==> src/rtl/cdb_arbiter_pkg.sv <==
// cdb_arbiter_pkg: types and sizes shared by the CDB, ROB, RS and the CDB
// arbiter.
//   FU_NUM    - number of functional units (holding registers, select bits)
//   ROB_TAG_W - ROB tag width carried in RESULT, matches the CDB tag width
//   PTR_W     - width of a round-robin pointer over FU_NUM entries
//   RESULT    - {value[`XLEN-1:0], ROB_tag[ROB_TAG_W-1:0]}
`ifndef XLEN
`define XLEN 32
`endif

package cdb_arbiter_pkg;

    localparam int FU_NUM    = 5;
    localparam int ROB_TAG_W = FU_NUM + 1;
    localparam int PTR_W     = (FU_NUM > 1) ? $clog2(FU_NUM) : 1;

    typedef struct packed {
        logic [`XLEN-1:0]     value;
        logic [ROB_TAG_W-1:0] ROB_tag;
    } RESULT;

endpackage

==> src/rtl/cdb_arbiter_if.sv <==
// cdb_arbiter_if: FU-to-CDB result bundle between the functional units and
// the arbiter.
//   flush         - discard every held result this cycle
//   fu_valid      - per-FU result valid
//   fu_results    - per-FU result
//   fu_ready      - per-FU accept (combinational)
//   select_flag   - a grant is present this cycle
//   select_signal - one-hot grant, zero when select_flag=0
//   out_results   - held results, feeds CDB in_results
// master: FU / pipeline side.  slave: the arbiter.
interface cdb_arbiter_if;
    import cdb_arbiter_pkg::*;

    logic                 flush;
    logic [FU_NUM-1:0]    fu_valid;
    RESULT [FU_NUM-1:0]   fu_results;
    logic [FU_NUM-1:0]    fu_ready;
    logic                 select_flag;
    logic [FU_NUM-1:0]    select_signal;
    RESULT [FU_NUM-1:0]   out_results;

    modport master (
        output flush, fu_valid, fu_results,
        input  fu_ready, select_flag, select_signal, out_results
    );

    modport slave (
        input  flush, fu_valid, fu_results,
        output fu_ready, select_flag, select_signal, out_results
    );
endinterface

==> src/rtl/cdb_arbiter_rr_picker.sv <==
// rr_picker: combinational round-robin selector.
//   req       - request vector [N]
//   ptr       - index holding highest priority this cycle
//   gnt       - one-hot grant, zero if no request
//   gnt_valid - any request granted
//   gnt_idx   - binary index of the granted request
module rr_picker #(
    parameter int N  = 5,
    parameter int PW = (N > 1) ? $clog2(N) : 1
) (
    input  logic [N-1:0]  req,
    input  logic [PW-1:0] ptr,
    output logic [N-1:0]  gnt,
    output logic          gnt_valid,
    output logic [PW-1:0] gnt_idx
);

    always_comb begin
        int idx;
        gnt       = '0;
        gnt_valid = 1'b0;
        gnt_idx   = '0;
        idx       = 0;
        // Walk ptr, ptr+1, ... wrapping at N; the first request seen wins.
        for (int k = 0; k < N; k++) begin
            idx = (int'(ptr) + k) % N;
            if (!gnt_valid && req[idx]) begin
                gnt_valid = 1'b1;
                gnt[idx]  = 1'b1;
                gnt_idx   = PW'(idx);
            end
        end
    end

endmodule

==> src/rtl/cdb_arbiter.sv <==
// cdb_arbiter: one holding register per FU, round-robin grant of at most one
// held result per cycle onto the CDB, per-FU back-pressure, flush discard.
//   clock, reset_n - clock, asynchronous active-low reset
//   bus            - cdb_arbiter_if.slave (flush, FU inputs, CDB outputs)
// Optional (macro CDB_ARB_PERF_CNT_EN):
//   perf_grant_cnt - cycles with select_flag=1
//   perf_stall_cnt - cycles in which some FU is valid but not ready
module cdb_arbiter
    import cdb_arbiter_pkg::*;
(
    input  logic          clock,
    input  logic          reset_n,
    cdb_arbiter_if.slave  bus
`ifdef CDB_ARB_PERF_CNT_EN
    ,
    output logic [31:0]   perf_grant_cnt,
    output logic [31:0]   perf_stall_cnt
`endif
);

    logic [FU_NUM-1:0]  held_valid;
    RESULT [FU_NUM-1:0] held;
    logic [PTR_W-1:0]   rr_ptr;

    logic [FU_NUM-1:0]  gnt;
    logic               gnt_valid;
    logic [PTR_W-1:0]   gnt_idx;
    logic [FU_NUM-1:0]  granted;
    logic [FU_NUM-1:0]  capture;

    rr_picker #(.N(FU_NUM), .PW(PTR_W)) u_pick (
        .req       (held_valid),
        .ptr       (rr_ptr),
        .gnt       (gnt),
        .gnt_valid (gnt_valid),
        .gnt_idx   (gnt_idx)
    );

    // Flush suppresses the grant so no wrong-path result reaches the CDB.
    assign granted           = bus.flush ? '0 : gnt;
    assign bus.select_flag   = gnt_valid & ~bus.flush;
    assign bus.select_signal = granted;

    // A slot being drained this cycle can take a new result at the same edge.
    // Under flush every FU is told it was accepted; the data is then dropped.
    assign bus.fu_ready    = bus.flush ? '1 : (~held_valid | granted);
    assign capture         = bus.fu_valid & bus.fu_ready & {FU_NUM{~bus.flush}};
    assign bus.out_results = held;

    always_ff @(posedge clock or negedge reset_n) begin
        if (!reset_n) begin
            held_valid <= '0;
            held       <= '0;
            rr_ptr     <= '0;
        end else begin
            for (int i = 0; i < FU_NUM; i++) begin
                if (bus.flush)
                    held_valid[i] <= 1'b0;
                else if (capture[i])
                    held_valid[i] <= 1'b1;
                else if (granted[i])
                    held_valid[i] <= 1'b0;
                if (capture[i])
                    held[i] <= bus.fu_results[i];
            end
            if (bus.select_flag)
                rr_ptr <= (gnt_idx == PTR_W'(FU_NUM - 1)) ? '0 : gnt_idx + PTR_W'(1);
        end
    end

`ifdef CDB_ARB_PERF_CNT_EN
    always_ff @(posedge clock or negedge reset_n) begin
        if (!reset_n) begin
            perf_grant_cnt <= '0;
            perf_stall_cnt <= '0;
        end else begin
            if (bus.select_flag)
                perf_grant_cnt <= perf_grant_cnt + 32'd1;
            if (|(bus.fu_valid & ~bus.fu_ready))
                perf_stall_cnt <= perf_stall_cnt + 32'd1;
        end
    end
`endif

endmodule

==> src/flat_wrapper.sv <==
// flat-port wrapper written by rule: the top's interface ports become plain ports
module cdb_arbiter_flat import cdb_arbiter_pkg::*;
  (clock, reset_n, bus_flush, bus_fu_valid, bus_fu_results, bus_fu_ready, bus_select_flag, bus_select_signal, bus_out_results);
  cdb_arbiter_if bus_i ();
  input  logic clock;
  input  logic reset_n;
  input wire logic [$bits(bus_i.flush)-1:0] bus_flush;
  input wire logic [$bits(bus_i.fu_valid)-1:0] bus_fu_valid;
  input wire logic [$bits(bus_i.fu_results)-1:0] bus_fu_results;
  output wire logic [$bits(bus_i.fu_ready)-1:0] bus_fu_ready;
  output wire logic [$bits(bus_i.select_flag)-1:0] bus_select_flag;
  output wire logic [$bits(bus_i.select_signal)-1:0] bus_select_signal;
  output wire logic [$bits(bus_i.out_results)-1:0] bus_out_results;
  assign bus_i.flush = bus_flush;
  assign bus_i.fu_valid = bus_fu_valid;
  assign bus_i.fu_results = bus_fu_results;
  assign bus_fu_ready = bus_i.fu_ready;
  assign bus_select_flag = bus_i.select_flag;
  assign bus_select_signal = bus_i.select_signal;
  assign bus_out_results = bus_i.out_results;
  cdb_arbiter u_core (.clock(clock), .reset_n(reset_n), .bus(bus_i));
endmodule
==> config.mk <==
export PLATFORM = sky130hd
export DESIGN_NAME = cdb_arbiter_flat
export DESIGN_NICKNAME = d
export VERILOG_FILES = /design/src/rtl/cdb_arbiter_pkg.sv /design/src/rtl/cdb_arbiter_if.sv /design/src/rtl/cdb_arbiter_rr_picker.sv /design/src/rtl/cdb_arbiter.sv /design/src/flat_wrapper.sv
export SDC_FILE = /design/constraint.sdc
export NUM_CORES = 1
export LEC_CHECK = 0
export ABC_CLOCK_PERIOD_IN_PS = 15250
export CAP_MARGIN = 20
export CELL_PAD_IN_SITES_DETAIL_PLACEMENT = 1
export CELL_PAD_IN_SITES_GLOBAL_PLACEMENT = 2
export CORE_MARGIN = 2
export CORE_UTILIZATION = 29
export DETAILED_ROUTE_END_ITERATION = 6
export GPL_ROUTABILITY_DRIVEN = 0
export PLACE_DENSITY = 0.93
export SYNTH_ARGS = -nofsm -noshare
export SYNTH_HDL_FRONTEND = slang
export SYNTH_SLANG_ARGS = --single-unit
==> constraint.sdc <==
create_clock -name clock -period 15.25 [get_ports clock]
set_input_delay 3.05 -clock clock [delete_from_list [all_inputs] [get_ports clock]]
set_output_delay 3.05 -clock clock [all_outputs]
set_load 0.02 [all_outputs]
-- Yosys cells after proc, flatten, opt, wreduce, memory -nomap -nowiden
Index checks and enable logic that the tools add are counted.
- div/mod/pow operators: 5
- eq/ne operators: 1
- bitwise logic cells: 10
- magnitude comparators: 10
- $add $sub $neg: 5
- reductions and logical operators: 18
- muxes and demuxes: 58
- operators by type and width (cell ; count):
    >= comparator 32 x 1 -> 1 bit (second input constant) ; 5
    < comparator 32 x 5 -> 1 bit (second input constant) ; 5
    modulo 32 x 4 -> 32 bit (second input constant) ; 4
    two-way mux 1 bit ; 35
    two-way mux 5 bit ; 7
    modulo 4 x 4 -> 32 bit (second input constant) ; 1
    bitwise OR 5 bit ; 5
    two-way mux 3 bit ; 6
    binary-select mux 1 bit (select 3 bit) ; 5
    demux 1 bit (select 3 bit) ; 5
    nonzero test 3 bit ; 5
    bitwise AND 5 bit ; 2
    logical AND 1 bit ; 9
    adder 3 x 2 -> 4 bit (second input constant) ; 2
    NOT 5 bit ; 1
    adder 3 x 1 -> 4 bit (second input constant) ; 1
    adder 3 x 3 -> 4 bit (second input constant) ; 1
    logical NOT 1 bit ; 4
    adder 3 x 1 -> 3 bit (second input constant) ; 1
    equality test 3 bit (second input constant) ; 1
    bitwise AND 1 bit ; 1
    NOT 1 bit ; 1
- output and inout bits: 201
- register bits after elaboration: 198
- word-level logic and storage cells: 123
- input bits: 198

-- Depth between registers and ports, before layout
- depth in word-level cells: 24
- gate-level depth with buffers: 24
- mapped depth without buffers: 21

-- Hierarchy
Synthesis repeated with hierarchy kept, for this count alone.
- cells, all modules: 788
- area, all modules: 9841.9 um^2
- modules (own cells, without submodules) (module ; times used ; cells each ; area an instance (um^2) ; sequential area each (um^2)):
    cdb_arbiter ; 1 ; 454 ; 7558.5 ; 4954.8
    rr_picker ; 1 ; 334 ; 2283.4 ; 0.0

-- Worst setup path after synthesis
No wires, ideal clock.
- kind: flip-flop to output port
- start point: register u_core.rr_ptr[0]
- end point: output port bus_select_signal[2]
- data required time: 12.200 ns
- path buffers: 3
- arrival: 4.580 ns
- setup slack: 7.620 ns
- stages on the path, launching flop included: 18
- path through: dfrtp_1 buf_2 inv_2 clkbuf_1 ha_1 inv_1 clkbuf_1 ha_1 inv_1 ha_1 nand2b_1 o211ai_2 a221oi_1 o221a_2 a211oi_2 o2111ai_4 or3b_1 a21oi_1
- word-level cells in the longest chain between the ends: 18
- elaborated cells on any way between the ends: 71
- classes of those cells: add/sub: 4; div: 5; order compare: 10; mux: 35; bitwise: 4; reduce/logical: 13
- RTL lines (what ; RTL line ; text):
    start, declared ; cdb_arbiter.sv:23 ; logic [PTR_W-1:0] rr_ptr;
    start signal, assigned ; cdb_arbiter.sv:67 ; rr_ptr <= (gnt_idx == PTR_W'(FU_NUM - 1)) ? '0 : gnt_idx + PTR_W'(1);
    parallel branches: the longest is 16 deep, another holds modulo 32 x 4 -> 32 bit ; n/a ;
    two-way mux 5 bit * ; cdb_arbiter_rr_picker.sv:27 ; if (!gnt_valid && req[idx]) begin
    two-way mux 5 bit * ; cdb_arbiter.sv:40 ; assign granted = bus.flush ? '0 : gnt;
    end, declared ; flat_wrapper.sv:12 ; output wire logic [$bits(bus_i.select_signal)-1:0] bus_select_signal;
Mark *: on every way between the ends. The select of a mux whose other input is x is not followed.

-- Worst setup path in the final report
- start point: register u_core.rr_ptr[1]
- end point: output port bus_fu_ready[4]
- word-level cells in the longest chain between the ends: 20
- elaborated cells on any way between the ends: 73
- classes of those cells: add/sub: 4; div: 5; order compare: 10; mux: 36; bitwise: 5; reduce/logical: 13
- RTL lines (what ; RTL line ; text):
    parallel branches: the longest is 16 deep, another holds modulo 32 x 4 -> 32 bit ; n/a ;
    two-way mux 5 bit * ; cdb_arbiter_rr_picker.sv:27 ;
    two-way mux 5 bit * ; cdb_arbiter.sv:40 ;
    bitwise OR 5 bit * ; cdb_arbiter.sv:46 ; assign bus.fu_ready = bus.flush ? '1 : (~held_valid | granted);
    two-way mux 5 bit * ; cdb_arbiter.sv:46 ;
    end, declared ; flat_wrapper.sv:10 ; output wire logic [$bits(bus_i.fu_ready)-1:0] bus_fu_ready;
Marked as above.

==> run_results.csv <==
group,metric,value,unit
yosys,yosysTopAreaCell,"dfrtp_1",
global_route,grt_pass1_vias,9210,
yosys,synth-async-reset-ratio,100,%
detailed_routing,drc,0,
sta,slew_headroom,33.4,%
power_and_ir_drop,total_power,4.15,mW
critical_path,crit_path_end_kind,"output port",
global_route,grt_pass1_wl,56900,um
power_and_ir_drop,power_density,274,nW/um^2
global_route,antenna_found_initial,2,
critical_path,crit_chain,"inv_1 -> ha_1 -> inv_1 -> ha_1 -> inv_1 -> ha_1 -> nand4b_1 -> o211ai_2 -> o311ai_1 -> o2111a_1 -> nor2_1 -> and3_1 -> a311oi_1 -> nand3_1 -> clkdlybuf4s50_1",
sta,period_needed,9240,ps
run,max_cap_viol_count,0,
detailed_routing,routed_wl,38600,um
global_route,grt_usage,21.0,%
die,die_area,36200,sq um
yosys,synth_top_area_share,49.2,%
detailed_routing,drt.antenna.violating_nets,0,
global_route,grt_overflow_total,0,
yosys,yosysUniqueCellTypes,82,
critical_path,crit_path_top_delay_cell,"a311oi_1",
die,die_h,190,um
yosys,synth_ff_type,"dfrtp_1",
critical_path,path_class,"flop to output port",
critical_path,cp_num_buf_inv,4,
sta,setup_tns,0,ps
sta,clock.fmax,0.108,GHz
die,coreArea,34400,sq um
sta,grt_setup_unrepaired,"false",
yosys,synth_top_cells_by_count,"dfrtp_1 (198), mux2_2 (153), nand2_1 (44)",
yosys,synth_enable_flop_cells,0,
critical_path,rr_startpoint,"u_core.rr_ptr[1]",
critical_path,cp_top_family,"compound AO/OA/AOI/OAI gates",
clock_tree,clockRootBuffer,"clkbuf_16",
yosys,synth_seq_cells,198,
cells_and_area,syn_to_final_growth,50.5,%
clock_tree,clockBufferDepth,2,
clock_tree,cts_buffers,17,
yosys,yosysWarnings,0,
die,row_count,68,
sta,finalSetupViolations,0,
clock_tree,cts_tree,"yes",
yosys,yosysMostFrequentCell,"dfrtp_1",
detailed_routing,drtIter0Drc,428,
clock_tree,clk_latency,450,ps
sta,worst_pin_slew,987,ps
clock_tree,cts_resized,0,
detailed_routing,routedWlPerCell,22.9,um
die,die_w,190,um
critical_path,cp.depth,15,
critical_path,r2r_end,"u_core.bus.out_results[124]",
place,io_buffers,398,
sta,finalCritPeriodShare,60.6,%
critical_path,required,12200,ps
cells_and_area,multi_input_area,4830,sq um
detailed_routing,via_count,8511,
clock_tree,ctsHoldBuffers,0,
die,start_util,29.3,%
critical_path,endpoint,"bus_fu_ready[4]",
sta,drv_slew,0,
detailed_routing,vias_per_cell,5.05,
die,ioPinCount,399,
critical_path,crit_start,"u_core.rr_ptr[1]",
clock_tree,path_clk_slew,80,ps
clock_tree,post-cts-setup-buffer-count,0,
critical_path,cp.arrival,6190,ps
yosys,syn_area,10100,sq um
clock_tree,htreeDepth,4,
place,dp_hpwl,29400,um
yosys,synth_area_leaders,"dfrtp_1 (49%), mux2_2 (17%), mux2_1 (4.5%)",
worst_hold_path,hp-class,"flop to flop",
cells_and_area,num-fill-cells,3670,
cells_and_area,final_nets,1443,
power_and_ir_drop,vdd_drop_max,0.120,mV
global_route,grt_start_max_net_pins,118,
cells_and_area,regArea,4950,sq um
critical_path,worstSetupStartpointType,"flop",
critical_path,r2r_slack,9230,ps
yosys,syn_inst,834,
yosys,synth-seq-area-share,49.2,%
critical_path,crit_fanout,14,
cells_and_area,layout-drive-gt1-share,18.4,%
outcome,status,"finished clean",
critical_path,critical-path-max-stage-delay,710,ps
yosys,syn_nets,1060,
sta,finalHoldViolCount,0,
yosys,avgSynthCellArea,12.1,sq um
detailed_routing,dr.pass1.iters,6,
clock_tree,cts_num_sinks,198,
power_and_ir_drop,leakage,6.03,nW
critical_path,worst-r2r-cell-count,16,
sta,clock_skew,17.3,ps
[sequential cells by signal (all words and copies together), names as in the netlist]
signal and cells:
u_core.bus.out_results 190, u_core.held_valid 5, u_core.rr_ptr 3
[worst reg2reg max path, stage by stage (launching register included)]
cell and delay [ps]:
dfrtp_1 600, inv_1 300, ha_1 670, inv_1 380, ha_1 300, inv_1 50
ha_1 270, nand2b_1 200, o211ai_2 210, a221oi_1 140, o221a_2 310, a211oi_2 490
o2111ai_4 290, or3_4 470, a311oi_4 310, buf_4 490, mux2_2 430
[power by group]
group	switching [mW]	internal, mW
registers	0.166	0.764
logic	1.58	1.15
clock network	0.229	0.252
[layer usage]
layer	up-vias	global-route usage [%]	wire, um
met3	59	7.29	2990
met5	-	0	25
met4	4	8.29	1300
met1	4298	23.0	14300
met2	310	37.2	19900
li1	3840	-	-
[area by class of cell]
class                           instances  area share [%]
Timing Repair Buffer                  407            26.9
Multi-Input combinational cell        567            31.9
Clock inverter                         13            1.11
Inverter                               26           0.653
Tap cell                              455            3.76
Sequential cell                       198            32.7
Clock buffer                           19            2.93
Antenna cell                            1          0.0165
[stage by stage]
stage	setup WS (ps)	area [sq um]	utilization, %	cells	hold WS, ps
floorplan	7620	10100	-	834	609
global placement	6560	14500	42.2	1651	467
detailed placement	6540	14500	42.2	1651	475
CTS	6010	15100	44.0	1683	493
global route	5440	15100	44.0	1685	503
finish	6010	15100	44.1	1686	489
[how the worst min path moves through the flow]
stage                           startpoint                     endpoint  slack (ps)  cells past startpoint
2_1_floorplan  u_core.bus.out_results[100]  u_core.bus.out_results[100]         610                      1
3_3_place_gp   u_core.bus.out_results[140]  u_core.bus.out_results[140]         470                      1
3_5_place_dp   u_core.bus.out_results[143]  u_core.bus.out_results[143]         480                      1
4_1_cts        u_core.bus.out_results[143]  u_core.bus.out_results[143]         490                      1
5_1_grt        u_core.bus.out_results[143]  u_core.bus.out_results[143]         500                      1
6_report       u_core.bus.out_results[143]  u_core.bus.out_results[143]         490                      1
[kinds of logic after synthesis]
logic type	count (synthesis)	synth area share [%]
XOR/XNOR	7	0.609
buffers and inverters	69	3.33
adder cells (fa/ha/maj)	28	3.48
AND/OR/NAND/NOR	170	8.98
flip-flops	198	49.2
multiplexers	197	22.0
AO/OA/AOI/OAI	165	12.4
[placed cells by master (no fill, tap or decap), types with 22 or more instances in the layout]
cell type        count
mux2_1              40
clkdlybuf4s50_1    397
inv_1               22
nand2_1             44
mux2_2             153
a21oi_1             28
nor2_1              25
dfrtp_1            198
o21ai_0             28
ha_1                28
No activity file was read; power rests on OpenSTA's default activity.
